File: config.mk
export PLATFORM = sky130hd
export DESIGN_NAME = unidade_controle_multiciclo
export DESIGN_NICKNAME = d
export VERILOG_FILES = /design/src/rtl/unidade_controle_multiciclo.sv
export SDC_FILE = /design/constraint.sdc
export NUM_CORES = 1
export LEC_CHECK = 0
export ABC_AREA = 1
export CORE_MARGIN = 1.5
export CORE_UTILIZATION = 25
export CTS_CLUSTER_SIZE = 14
export DETAILED_ROUTE_END_ITERATION = 10
export GPL_ROUTABILITY_DRIVEN = 0
export GPL_TIMING_DRIVEN = 0
export SLEW_MARGIN = 15
export SYNTH_ARGS = -nofsm -noshare
export SYNTH_HDL_FRONTEND = slang
export SYNTH_SLANG_ARGS = --single-unit
File: constraint.sdc
create_clock -name Clock -period 1.3 [get_ports Clock]
set_input_delay 0.13 -clock Clock [delete_from_list [all_inputs] [get_ports Clock]]
set_output_delay 0.13 -clock Clock [all_outputs]
set_load 0.02 [all_outputs]
File: src/rtl/unidade_controle_multiciclo.sv
// Multicycle control FSM of the 8-bit processor: sequences fetch/decode/execute/memory/write-back
// and drives every datapath enable, including SelEndReg into the MUX3_3 Controle input.
module unidade_controle_multiciclo #(
    parameter int LARG_OP  = 4,
    parameter int END_LINK = 2
) (
    input  logic               Clock,
    input  logic               Reset,
    input  logic [LARG_OP-1:0] Opcode,
    input  logic               Zero,
    input  logic               MemPronto,
    output logic               EscreveIR,
    output logic               EscrevePC,
    output logic [1:0]         SelPC,
    output logic               LeMem,
    output logic               EscreveMem,
    output logic               EscreveReg,
    output logic [1:0]         SelEndReg,
    output logic               SelDadoReg,
    output logic [2:0]         OpULA,
    output logic               Parado,
    output logic               Invalido
);

    localparam logic [2:0] BUSCA      = 3'd0;
    localparam logic [2:0] DECODIFICA = 3'd1;
    localparam logic [2:0] EXECUTA    = 3'd2;
    localparam logic [2:0] MEMORIA    = 3'd3;
    localparam logic [2:0] ESCRITA    = 3'd4;
    localparam logic [2:0] PARADO     = 3'd5;

    localparam logic [LARG_OP-1:0] OP_ADD  = LARG_OP'(4'b0000);
    localparam logic [LARG_OP-1:0] OP_SUB  = LARG_OP'(4'b0001);
    localparam logic [LARG_OP-1:0] OP_AND  = LARG_OP'(4'b0010);
    localparam logic [LARG_OP-1:0] OP_OR   = LARG_OP'(4'b0011);
    localparam logic [LARG_OP-1:0] OP_ADDI = LARG_OP'(4'b0100);
    localparam logic [LARG_OP-1:0] OP_LW   = LARG_OP'(4'b0101);
    localparam logic [LARG_OP-1:0] OP_SW   = LARG_OP'(4'b0110);
    localparam logic [LARG_OP-1:0] OP_BEQ  = LARG_OP'(4'b0111);
    localparam logic [LARG_OP-1:0] OP_JAL  = LARG_OP'(4'b1000);
    localparam logic [LARG_OP-1:0] OP_HLT  = LARG_OP'(4'b1111);

    logic [2:0]         state_q,  state_d;
    logic [LARG_OP-1:0] opcode_q, opcode_d;

    function automatic logic op_valido(input logic [LARG_OP-1:0] op);
        logic v;
        case (op)
            OP_ADD, OP_SUB, OP_AND, OP_OR, OP_ADDI,
            OP_LW, OP_SW, OP_BEQ, OP_JAL, OP_HLT: v = 1'b1;
            default:                              v = 1'b0;
        endcase
        return v;
    endfunction

    function automatic logic op_tipo_r(input logic [LARG_OP-1:0] op);
        logic r;
        case (op)
            OP_ADD, OP_SUB, OP_AND, OP_OR: r = 1'b1;
            default:                       r = 1'b0;
        endcase
        return r;
    endfunction

    // Next-state and opcode-latch logic.
    always_comb begin
        state_d  = state_q;
        opcode_d = opcode_q;
        case (state_q)
            BUSCA: begin
                if (MemPronto) begin
                    state_d = DECODIFICA;
                end else begin
                    state_d = BUSCA;
                end
            end
            DECODIFICA: begin
                opcode_d = Opcode;
                if (Opcode == OP_JAL) begin
                    state_d = ESCRITA;
                end else if (Opcode == OP_HLT) begin
                    state_d = PARADO;
                end else if (op_valido(Opcode)) begin
                    state_d = EXECUTA;
                end else begin
                    state_d = BUSCA;
                end
            end
            EXECUTA: begin
                if (opcode_q == OP_BEQ) begin
                    state_d = BUSCA;
                end else if ((opcode_q == OP_LW) || (opcode_q == OP_SW)) begin
                    state_d = MEMORIA;
                end else begin
                    state_d = ESCRITA;
                end
            end
            MEMORIA: begin
                if (!MemPronto) begin
                    state_d = MEMORIA;
                end else if (opcode_q == OP_LW) begin
                    state_d = ESCRITA;
                end else begin
                    state_d = BUSCA;
                end
            end
            ESCRITA: state_d = BUSCA;
            PARADO:  state_d = PARADO;
            default: state_d = BUSCA;
        endcase
    end

    // State and latched opcode registers.
    always_ff @(posedge Clock or negedge Reset) begin
        if (!Reset) begin
            state_q  <= BUSCA;
            opcode_q <= OP_ADD;
        end else begin
            state_q  <= state_d;
            opcode_q <= opcode_d;
        end
    end

    // Output decode from state and latched opcode; handshake strobes are qualified by
    // MemPronto/Zero, and everything is forced low while Reset is held.
    always_comb begin
        EscreveIR  = 1'b0;
        EscrevePC  = 1'b0;
        SelPC      = 2'b00;
        LeMem      = 1'b0;
        EscreveMem = 1'b0;
        EscreveReg = 1'b0;
        SelEndReg  = 2'b00;
        SelDadoReg = 1'b0;
        OpULA      = 3'b000;
        Parado     = 1'b0;
        Invalido   = 1'b0;
        if (Reset) begin
            case (state_q)
                BUSCA: begin
                    LeMem     = 1'b1;
                    EscreveIR = MemPronto;
                    EscrevePC = MemPronto;
                end
                DECODIFICA: Invalido = ~op_valido(Opcode);
                EXECUTA: begin
                    case (opcode_q)
                        OP_SUB, OP_BEQ: OpULA = 3'b001;
                        OP_AND:         OpULA = 3'b010;
                        OP_OR:          OpULA = 3'b011;
                        default:        OpULA = 3'b000;
                    endcase
                    if ((opcode_q == OP_BEQ) && Zero) begin
                        EscrevePC = 1'b1;
                        SelPC     = 2'b01;
                    end else begin
                        EscrevePC = 1'b0;
                    end
                end
                MEMORIA: begin
                    LeMem      = (opcode_q == OP_LW);
                    EscreveMem = (opcode_q == OP_SW);
                end
                ESCRITA: begin
                    EscreveReg = 1'b1;
                    SelDadoReg = (opcode_q == OP_LW);
                    if (opcode_q == OP_JAL) begin
                        SelEndReg = 2'(END_LINK);
                        EscrevePC = 1'b1;
                        SelPC     = 2'b10;
                    end else if (op_tipo_r(opcode_q)) begin
                        SelEndReg = 2'b01;
                    end else begin
                        SelEndReg = 2'b00;
                    end
                end
                PARADO:  Parado = 1'b1;
                default: Parado = 1'b0;
            endcase
        end else begin
            Parado = 1'b0;
        end
    end

endmodule
**Word-level counts from Yosys, hierarchy flattened**

Memory sizes are Yosys's and may differ from the RTL's.
Index checks and enable logic that the tools add are counted.

- ROM bits: 32
- Memories kept: 2
- Logic and storage cells: 72
- Output and inout bits: 15
- Flip-flop bits (word level): 7

Memory list:

| memory | words | bits a word | read ports | clocked after Yosys merged registers in | wr ports | RTL line | text |
|---|---|---|---|---|---|---|---|
| (no name shown) | 16 | 1 | 1 | 0 | 0 | 48 | `case (op)` |
| (no name shown) | 16 | 1 | 1 | 0 | 0 | 48 |  |

- Bitwise logic cells: 1
- Equal/unequal tests: 14
- Reduce and logical (&&, ||, !) cells: 6
- Multiplexer cells: 47

Operators by type and width:

| cell | number |
|---|---|
| $mux 1 | 28 |
| $mux 3 | 6 |
| $mux 2 | 8 |
| $pmux 3 s5 | 1 |
| $eq 4x3->1 const B | 3 |
| $eq 4x4->1 const B | 3 |
| $eq 4x2->1 const B | 2 |
| $eq 3x2->1 const B | 2 |
| $eq 3x3->1 const B | 2 |
| $pmux 2 s3 | 1 |
| $eq 4x1->1 const B | 1 |
| $logic_not 4->1 | 1 |
| $pmux 2 s2 | 1 |
| $reduce_or 4->1 | 1 |
| $eq 3x1->1 const B | 1 |
| $logic_not 3->1 | 1 |
| $pmux 1 s3 | 1 |
| $pmux 1 s2 | 1 |
| $reduce_or 2->1 | 1 |
| $logic_and 1x1->1 | 1 |
| $logic_or 1x1->1 | 1 |
| $not 1->1 | 1 |

**Longest topological paths before layout**

Gate-level depths: netlist of the first run.

- Depth after elaboration: 10
- Gate-level depth with buffers: 7
- Depth with buffers taken out: 7

**Worst setup path after synthesis of the first run**

OpenSTA, ideal clock, no wires.

- Kind: flip-flop to output port
- From: reg state_q[0]
- To: out SelDadoReg
- Data required time: 1170 ps
- Cell stages (with the launch flop): 4
- Path buffers: 0
- Arrival: 1211 ps
- Slack: -41 ps
- Cells stage by stage: dfrtp_1 nor2_2 nand2_1 nor3_1

- Cells in the longest elaborated chain, start to end: 3

Ends and longest elaborated chain:

| element | RTL line | text |
|---|---|---|
| start: declaration | 43 | `logic [2:0] state_q, state_d;` |
| start signal: assignment | 119 | `state_q <= state_d;` |
| $eq 3x3->1 | 139 | `case (state_q)` |
| $mux 1 | 139 |  |
| $mux 1 | 138 | `if (Reset) begin` |
| end: declaration | 19 | `output logic SelDadoReg,` |

No other way between the ends.

**Worst setup path after layout of the first run**

- From: reg opcode_q[3]
- To: out SelPC[0]

- Cells in the longest elaborated chain, start to end: 5

Ends and longest elaborated chain:

| element | RTL line | text |
|---|---|---|
| start: declaration | 44 | `logic [LARG_OP-1:0] opcode_q, opcode_d;` |
| start signal: assignment | 120 | `opcode_q <= opcode_d;` |
| $eq 4x3->1 | 153 | `if ((opcode_q == OP_BEQ) && Zero) begin` |
| $logic_and 1x1->1 | 153 |  |
| $mux 1 | 153 |  |
| $pmux 2 s2 | 139 |  |
| $mux 2 | 138 |  |
| end: declaration | 14 | `output logic [1:0] SelPC,` |

No other way between the ends.

==> results.py, run 1 <==
metrics = {
    "run_status": {
        "status": "complete, but fails checks",
        "violations": "negative setup slack",
    },
    "cts": {
        "cts_root_buffer": "clkbuf_4",
        "clkTransAtPathRegs_ns": 0.05,
        "clockBufferDepth": 2,
        "clk_latency_ns": 0.26,
        "tritoncts": "yes",
        "cts_made_buffers": 3,
        "cts.sinks": 7,
        "h-tree-depth": 1,
    },
    "routing": {
        "dr.pass1.iters": 4,
        "vias": 768,
        "drt_iter0_drc": 13,
        "viasPerCell": 4.60,
        "wl_per_cell_um": 11.9,
        "ant_nets": 0,
        "drc": 0,
        "drt-total-wl_mm": 1.99,
    },
    "pwr": {
        "p_leak_nw": 0.542,
        "powerDensity_mw_per_mm2": 1850,
        "totalPowerFinal_w": 0.00214,
        "peakVddDrop_v": 0.000816,
    },
    "floorplanning": {
        "die_h_um": 52.4,
        "initial_core_util": 0.271,
        "fp.dieArea_mm2": 0.00275,
        "io_pins": 23,
        "die_w_um": 52.4,
        "rows": 17,
        "core_mm2": 0.00225,
    },
    "synthesis": {
        "yosysMostFrequentCell": "nand2_1",
        "synth_common_cells": "nand2_1 (18), nor2_1 (14), inv_1 (10)",
        "synthTopCellsByArea": "dfrtp_1 (29%), nand2_1 (11%), nor2_1 (8.6%)",
        "synth_area_um2": 611,
        "ys_async_sr_fraction": 1.00,
        "yosysWarnings": 0,
        "synth_cell_types": 21,
        "synth_flop_cell": "dfrtp_1",
        "ys_ff_latch": 7,
        "avgSynthCellArea_um2": 6.43,
        "synth_edf_count": 0,
        "synthCells": 95,
        "syn_nets": 103,
        "yosysTopAreaCellShare": 0.287,
        "ys_seq_area_frac": 0.287,
        "yosys.area.top_type": "dfrtp_1",
    },
    "placement": {
        "hpwl_mm": 1.24,
        "dp_slack_ns": -0.909,
        "port_buffers": 21,
    },
    "sta": {
        "finalMaxSlewViolations": 0,
        "min_period_over_period": 1.18,
        "fmax_mhz": 650,
        "fin_skew_ns": 0.00358,
        "period_minus_slack_ns": 1.54,
        "fin_tns_setup_ns": -2.42,
        "rsz0062_at_grt": "true",
        "setup_viol": 15,
        "final-hold-violation-count": 0,
        "whs_ns": 0.462,
        "fin_ws_ns": -0.239,
    },
    "worst_setup_path": {
        "ff2ff_setup_slack_ns": -0.01,
        "crit_path_max_fanout": 3,
        "crit_arrival_ns": 1.41,
        "r2r_cells": 8,
        "rr_endpoint": "state_q[2]",
        "startpoint_type": "flop",
        "r2r_start": "state_q[0]",
        "critical_path_class": "reg -> out",
        "worstPathRequired_ns": 1.17,
        "end_kind": "primary output",
    },
    "min_path": {
        "min_from": "Opcode[2]",
        "min_path_type": "in -> reg",
        "min_to": "opcode_q[2]",
        "whs_path_depth": 3,
    },
    "layout": {
        "drive_gt1_frac": 0.547,
        "fin_nets": 148,
        "fin_util": 0.513,
        "regArea_um2": 180,
        "syn2layout_area_growth_pct": 89.5,
        "multi_input_area_um2": 478,
        "nFillCells": 221,
        "antenna_cells": 0,
    },
    "global_routing": {
        "grt_max_degree": 11,
        "grt_util_all_layers": 0.159,
        "antenna_found_initial": 0,
        "gr-total-overflow": 0,
        "grt_pass1_vias": 713,
        "grt_pass1_wl_mm": 3.19,
    },
    "job": {
        "cap_violations": 0,
    },
}
==> stage by stage <==
step           instance area, µm²  cells
2_1_floorplan                 632     95
3_3_place_gp                  877    144
3_5_place_dp                  877    144
4_1_cts                      1050    160
5_1_grt                      1160    167
6_report                     1160    167
==> where the power goes <==
group	internal [W]	leakage, nW	switching, W	total [W]
Sequential	0.000327	0.0833	0.000189	0.000515
Combinational	0.000662	0.444	0.000756	0.00142
Clock	0.000118	0.0150	0.0000877	0.000205
==> flip-flops by register name, indices dropped and copies added, names as in the netlist <==
name      flops
opcode_q      4
state_q       3
==> cell usage in the layout (no fill, tap or decap), drive strengths merged <==
cell type      synthesis  final
buf                    1     33
nand2                 20     20
nor2                  18     18
inv                   15     14
nand3                 10     10
nor3                  10     10
o21ai                  7      7
dfrtp                  7      7
clkdlybuf4s50          0      6
clkbuf                 1      5
nand4                  2      2
clkinv                 0      1
a21oi                  1      1
nor3b                  1      1
o21a                   1      1
conb                   1      1
dlygate4sd3            0      1
clkdlybuf4s15          0      1
==> worst max-delay path by stage <==
stage                      from      endpoint  slack (ns)
finish              opcode_q[3]      SelPC[0]       -0.24
global route        opcode_q[3]      SelPC[0]       -0.31
CTS                  state_q[2]      Invalido       -0.26
detailed placement        Reset        Parado       -0.91
global placement          Reset        Parado       -0.90
floorplan            state_q[0]  SelEndReg[1]      -0.002
==> cells by family (layout without fill, tap and decap cells) <==
logic type | Yosys count | count (layout) | synth area share
buffers and inverters | 17 | 61 | 0.121
AND/OR/NAND/NOR | 61 | 61 | 0.508
other | 1 | 1 | 0.00614
AO/OA/AOI/OAI | 9 | 9 | 0.0779
flip-flops | 7 | 7 | 0.287
==> critical path: stages (launching register included) <==
cell and delay (ns):
dfrtp_1 0.43, inv_2 0.10, nand4_1 0.12, buf_4 0.18
nor3b_4 0.18, buf_6 0.14
==> cell type report <==
type,count,share of cell area
clock buffer,4,0.0227
tap,28,0.0303
multi-input combinational,71,0.413
sequential,7,0.156
buffer,2,0.0130
inverter,15,0.0551
timing repair buffer,40,0.310
==> per-layer routing <==
| layer | track usage | wire, µm | up-vias |
|---|---|---|---|
| met5 | 0 | 0 | - |
| met4 | 0.0556 | 24 | 0 |
| met3 | 0.0371 | 129 | 4 |
| met2 | 0.275 | 1010 | 24 |
| met1 | 0.190 | 822 | 343 |
| li1 | - | - | 397 |
==> timing repair <==
| item | CTS | global route |
|---|---|---|
| endpoints found under the hold margin | 7 | 0 |
| pin swaps | 4 | 8 |
| setup endpoints to repair | 14 | 17 |
| resized for setup | 101 | 15 |
| cloned | 0 | 0 |
| setup buffers | 11 | 7 |
| hold buffers | 1 | 0 |
Note: power is estimated with default switching activity, not from simulation.
==> run 2: changes to the inputs <==
--- a/config.mk
+++ b/config.mk
@@ -5,7 +5,7 @@
 export SDC_FILE = /design/constraint.sdc
 export NUM_CORES = 1
 export LEC_CHECK = 0
-export ABC_AREA = 1
+export ABC_AREA = 0
 export CORE_MARGIN = 1.5
 export CORE_UTILIZATION = 25
 export CTS_CLUSTER_SIZE = 14
==> constraint.sdc (replaced) <==
create_clock -name Clock -period 1.7 [get_ports Clock]
set_input_delay 0.17 -clock Clock [delete_from_list [all_inputs] [get_ports Clock]]
set_output_delay 0.17 -clock Clock [all_outputs]
set_load 0.02 [all_outputs]
==> results.py, run 2 <==
metrics = {
    "layout": {
        "syn2layout_area_growth_pct": 56.1,
        "mostFrequentLayoutCell": "buf_4",
        "top_register": "opcode_q",
        "drive_gt1_frac": 0.534,
        "regArea_um2": 183,
        "final_cell_mix": "buf_4 (21), buf_2 (8), clkdlybuf4s50_1 (6), dfrtp_2 (6), nor3_1 (5)",
        "fin_nets": 125,
        "antenna_cells": 0,
        "largestRegisters": "opcode_q (4), state_q (3)",
        "layout.cells.non_filler": 146,
        "multi_input_area_um2": 485,
        "fin_util": 0.420,
        "nFillCells": 266,
        "largest_reg_flops": 4,
    },
    "routing": {
        "drc": 0,
        "dr.pass1.iters": 5,
        "viasPerCell": 5.00,
        "wl_per_cell_um": 13.4,
        "drt-total-wl_mm": 1.96,
        "ant_nets": 0,
        "drt_iter0_drc": 8,
        "vias": 730,
    },
    "cts": {
        "cts_made_buffers": 3,
        "clockBufferDepth": 2,
        "h-tree-depth": 1,
        "clk_latency_ns": 0.24,
        "clkTransAtPathRegs_ns": 0.05,
        "cts_root_buffer": "clkbuf_4",
        "tritoncts": "yes",
        "cts.sinks": 7,
    },
    "placement": {
        "dp_cells": 126,
        "hpwl_mm": 1.26,
        "port_buffers": 21,
    },
    "synthesis": {
        "synth_common_cells": "dfrtp_1 (7), nor3_1 (6), mux2_2 (4), nor3b_1 (4)",
        "ys_ff_latch": 7,
        "ys_seq_area_frac": 0.256,
        "synthAdderAreaFrac": 0,
        "synth_edf_count": 0,
        "synthCells": 75,
        "synthTopCellsByArea": "dfrtp_1 (26%), mux2_2 (6.6%), nor4b_2 (6.6%)",
        "synth_flop_cell": "dfrtp_1",
        "synthMuxAreaShare": 0.0658,
        "synthSimpleGateAreaFrac": 0.495,
        "yosysTopAreaCellShare": 0.256,
        "synthXorXnorAreaFrac": 0.0128,
        "synth_top_family_by_area": "simple AND/OR/NAND/NOR gates",
        "synth_area_um2": 684,
        "ys_async_sr_fraction": 1.00,
        "yosysWarnings": 0,
        "synth_cell_types": 36,
        "avgSynthCellArea_um2": 9.13,
        "synth_compound_area_frac": 0.0896,
        "syn_nets": 83,
        "yosysMostFrequentCell": "dfrtp_1",
        "yosys.area.top_type": "dfrtp_1",
    },
    "floorplanning": {
        "core_mm2": 0.00254,
        "die_h_um": 55.3,
        "rows": 18,
        "die_w_um": 55.3,
        "initial_core_util": 0.269,
        "io_pins": 23,
        "fp.dieArea_mm2": 0.00306,
    },
    "global_routing": {
        "gr-total-overflow": 0,
        "grt_max_degree": 11,
        "grt_pass1_vias": 637,
        "antenna_found_initial": 0,
        "grt_pass1_wl_mm": 2.77,
        "grt_util_all_layers": 0.110,
    },
    "pwr": {
        "p_clk_frac": 0.086,
        "switchingPower_w": 0.000722,
        "peakVddDrop_v": 0.00101,
        "seqPwrFrac": 0.235,
        "powerDensity_mw_per_mm2": 1600,
        "intPower_w": 0.000987,
        "swShare": 0.423,
        "p_leak_nw": 0.477,
        "p_comb_frac": 0.679,
        "totalPowerFinal_w": 0.00171,
    },
    "sta": {
        "period_minus_slack_ns": 1.70,
        "rsz0062_at_grt": "true",
        "min_period_over_period": 0.998,
        "final-hold-violation-count": 0,
        "setup_viol": 0,
        "fmax_mhz": 589,
        "finalMaxSlewViolations": 0,
        "fin_skew_ns": 0.000997,
    },
    "run_status": {
        "status": "completed",
    },
    "worst_setup_path": {
        "crit_path_max_fanout": 5,
        "end_kind": "primary output",
        "critical_path_class": "reg -> out",
        "startpoint_type": "flop",
        "crit_arrival_ns": 1.53,
        "worstPathRequired_ns": 1.53,
    },
    "min_path": {
        "min_path_type": "in -> async",
    },
    "job": {
        "cap_violations": 0,
    },
}
## run 2: changes by cell type after synthesis, sizes merged, moves of 6 or more
cell | previous run | this run
nand2 | 20 | 4
inv | 15 | 2
nand3 | 10 | 3
o21ai | 7 | 1
nor2 | 18 | 2
## run 2: cells by family after synthesis
family | after synthesis
simple gates | 45
flops | 7
mux | 4
other cells | 1
compound gates | 9
xor+xnor | 1
buf+inv | 8
## run 2: power groups by stage
stage / Combinational [W] / Clock, W / Sequential [W]
2_1_floorplan: 0.000635 / 0 / 0.000361
6_report: 0.00116 / 0.000147 / 0.000402
4_1_cts: 0.000906 / 0.000154 / 0.000415
3_3_place_gp: 0.000828 / 0 / 0.000395
3_5_place_dp: 0.000842 / 0 / 0.000402
5_1_grt: 0.00124 / 0.000168 / 0.000418
## run 2: worst paths after layout
path / endpoint / cells after the start / slack, ns / start
min reg2reg: opcode_q[0] / 1 / 0.69 / opcode_q[0]
max reg2reg: opcode_q[0] / 4 / 0.29 / state_q[2]
min: opcode_q[3] / 2 / 0.51 / Reset
max: OpULA[0] / 5 / 0.003 / state_q[2]
max in group asynchronous: opcode_q[2] / 2 / 0.94 / Reset
min in group Clock: opcode_q[0] / 2 / 0.62 / Opcode[0]
## run 2: through the flow
step,cell area (µm²),TNS (ns),setup WS (ns),hold slack [ns]
5_1_grt,1070,-0.229,-0.0869,0.537
4_1_cts,965,-0.121,-0.0820,0.500
2_1_floorplan,684,0,0.148,-0.126
6_report,1070,0,0.00342,0.510
3_3_place_gp,932,-5.53,-0.542,0.455
3_5_place_dp,932,-5.58,-0.542,0.453
## run 2: critical path, stage by stage, from the launching register on
cell and delay [ns]:
dfrtp_2 0.44, buf_8 0.14, nor3b_4 0.20, nand2_2 0.11
nor4b_2 0.22, buf_4 0.18
## run 2: repair_timing
| item | in CTS | in global routing |
|---|---|---|
| gates resized for setup | 68 | 13 |
| hold buffers | 1 | 0 |
| pin swaps | 3 | 6 |
| setup buffers | 3 | 13 |
| endpoints found under the hold margin | 7 | 0 |
| endpoints found under the setup margin | 14 | 12 |
## run 2: area by class of cell
type | instances | share of cell area
clock buffers | 4 | 0.0246
flip-flops and latches | 7 | 0.171
plain buffers | 5 | 0.0457
well taps | 30 | 0.0351
inverters | 2 | 0.00703
multi-input cells | 60 | 0.454
repair buffers | 38 | 0.262
## run 2: routing by layer
layer / global-route usage / vias up / part of all wire
met5: 0 / - / 0
li1: - / 357 / -
met2: 0.192 / 28 / 0.51
met1: 0.139 / 345 / 0.42
met4: 0.0209 / 0 / 0
met3: 0.0234 / 0 / 0.064
==> run 3: changes to the inputs <==
--- a/config.mk
+++ b/config.mk
@@ -12,6 +12,7 @@
 export DETAILED_ROUTE_END_ITERATION = 10
 export GPL_ROUTABILITY_DRIVEN = 0
 export GPL_TIMING_DRIVEN = 0
+export SKIP_CTS_REPAIR_TIMING = 1
 export SLEW_MARGIN = 15
 export SYNTH_ARGS = -nofsm -noshare
 export SYNTH_HDL_FRONTEND = slang
==> results.py, run 3 (synthesis results as in run 2) <==
metrics = {
    "sta": {
        "finalMaxSlewViolations": 0,
        "period_minus_slack_ns": 1.77,
        "fin_skew_ns": 0.000256,
        "rsz0062_at_grt": "true",
        "final-hold-violation-count": 0,
        "fmax_mhz": 564,
        "fin_ws_ns": -0.0732,
        "min_period_over_period": 1.04,
        "setup_viol": 2,
    },
    "cts": {
        "h-tree-depth": 1,
        "clkTransAtPathRegs_ns": 0.05,
        "cts.sinks": 7,
        "cts_root_buffer": "clkbuf_4",
        "clockBufferDepth": 2,
        "clk_latency_ns": 0.24,
        "tritoncts": "yes",
        "cts_made_buffers": 3,
    },
    "worst_setup_path": {
        "crit_path_top_delay_cell": "dfrtp_2",
        "worstPathRequired_ns": 1.53,
        "startpoint_type": "flop",
        "path_depth": 5,
        "r2r_start": "state_q[1]",
        "crit_arrival_ns": 1.60,
        "end_kind": "primary output",
        "rr_endpoint": "opcode_q[0]",
        "crit_family": "simple AND/OR/NAND/NOR gates",
        "ff2ff_setup_slack_ns": 0.33,
        "crit_chain": "buf_6, nor3b_4, nand2_2, nor4b_2, buf_4",
        "max_stage_delay_ns": 0.45,
        "crit_buf_inv": 2,
        "r2r_cells": 4,
        "crit_path_max_fanout": 5,
        "critical_path_class": "reg -> out",
    },
    "floorplanning": {
        "die_w_um": 55.3,
        "die_h_um": 55.3,
        "io_pins": 23,
        "fp.dieArea_mm2": 0.00306,
        "initial_core_util": 0.269,
        "rows": 18,
        "core_mm2": 0.00254,
    },
    "layout": {
        "largest_reg_flops": 4,
        "top_register": "opcode_q",
        "largestRegisters": "opcode_q (4), state_q (3)",
        "fin_nets": 126,
        "final_cell_mix": "buf_4 (25), clkdlybuf4s50_1 (6), dfrtp_2 (5)",
        "multi_input_area_um2": 495,
        "regArea_um2": 181,
        "antenna_cells": 0,
        "mostFrequentLayoutCell": "buf_4",
        "nFillCells": 268,
        "fin_util": 0.433,
        "syn2layout_area_growth_pct": 60.9,
        "drive_gt1_frac": 0.521,
    },
    "global_routing": {
        "grt_max_degree": 11,
        "grt_pass1_vias": 630,
        "antenna_found_initial": 0,
        "grt_util_all_layers": 0.106,
        "grt_pass1_wl_mm": 2.71,
        "gr-total-overflow": 0,
    },
    "pwr": {
        "peakVddDrop_v": 0.000959,
        "powerDensity_mw_per_mm2": 1600,
        "p_leak_nw": 0.525,
    },
    "routing": {
        "drt-total-wl_mm": 2.00,
        "ant_nets": 0,
        "drc": 0,
        "wl_per_cell_um": 13.6,
        "viasPerCell": 4.99,
        "drt_iter0_drc": 16,
        "vias": 734,
        "dr.pass1.iters": 4,
    },
    "job": {
        "cap_violations": 0,
    },
    "run_status": {
        "violations": "negative setup slack",
        "status": "complete, but fails checks",
    },
    "placement": {
        "port_buffers": 21,
        "dp_slack_ns": -0.542,
        "hpwl_mm": 1.26,
    },
    "min_path": {
        "min_path_type": "in -> async",
    },
}
run 3: cell types whose count changed in the layout (fill, tap and decap cells not counted), sizes merged:
cell,delta
dlygate4sd2,-1
buf,-1
dlymetal6s2s,+3
clkbuf,+1
clkdlybuf4s15,-1
run 3: area by class of cell:
| type | count | share of cell area |
|---|---|---|
| buffer | 5 | 0.0409 |
| clock buffer | 4 | 0.0239 |
| inverter | 2 | 0.00682 |
| multi-input combinational | 60 | 0.450 |
| sequential | 7 | 0.165 |
| tap | 30 | 0.0341 |
| timing repair buffer | 39 | 0.280 |
run 3: worst register-to-register path, delay by kind of cell (launching register included):
family | cells | cell delay (ns)
mux | 1 | 0.32
buf+inv | 2 | 0.30
flops | 1 | 0.39
simple gates | 1 | 0.23
run 3: how the worst max path moves through the flow:
stage | slack, ns | to | start
after floorplan | 0.15 | OpULA[0] | state_q[2]
after global placement | -0.54 | OpULA[0] | Reset
after detailed placement | -0.54 | OpULA[0] | Reset
after CTS | -0.62 | OpULA[0] | state_q[2]
after global routing | -0.16 | OpULA[1] | state_q[2]
final | -0.07 | OpULA[1] | state_q[2]
run 3: where the power goes:
part / switching, W / internal [W]
Combinational: 0.000540 / 0.000657
Clock: 0.0000566 / 0.0000893
Sequential: 0.000151 / 0.000265
run 3: layer usage:
| metal | track usage | vias to the layer above | wire [µm] |
|---|---|---|---|
| li1 | - | 361 | - |
| met1 | 0.138 | 349 | 887 |
| met2 | 0.172 | 24 | 1000 |
| met3 | 0.0281 | 0 | 106 |
| met4 | 0.0279 | 0 | 0 |
| met5 | 0 | - | 0 |
run 3: through the flow:
step | area (µm²) | std cells | hold slack, ns | power [W] | setup TNS (ns)
after global placement | 932 | 126 | 0.455 | 0.00122 | -5.53
after floorplan | 684 | 75 | -0.126 | 0.000996 | 0
after global routing | 1100 | 147 | 0.433 | 0.00186 | -0.475
after CTS | 958 | 130 | 0.186 | 0.00140 | -6.56
final | 1100 | 147 | 0.409 | 0.00176 | -0.137
after detailed placement | 932 | 126 | 0.453 | 0.00124 | -5.58
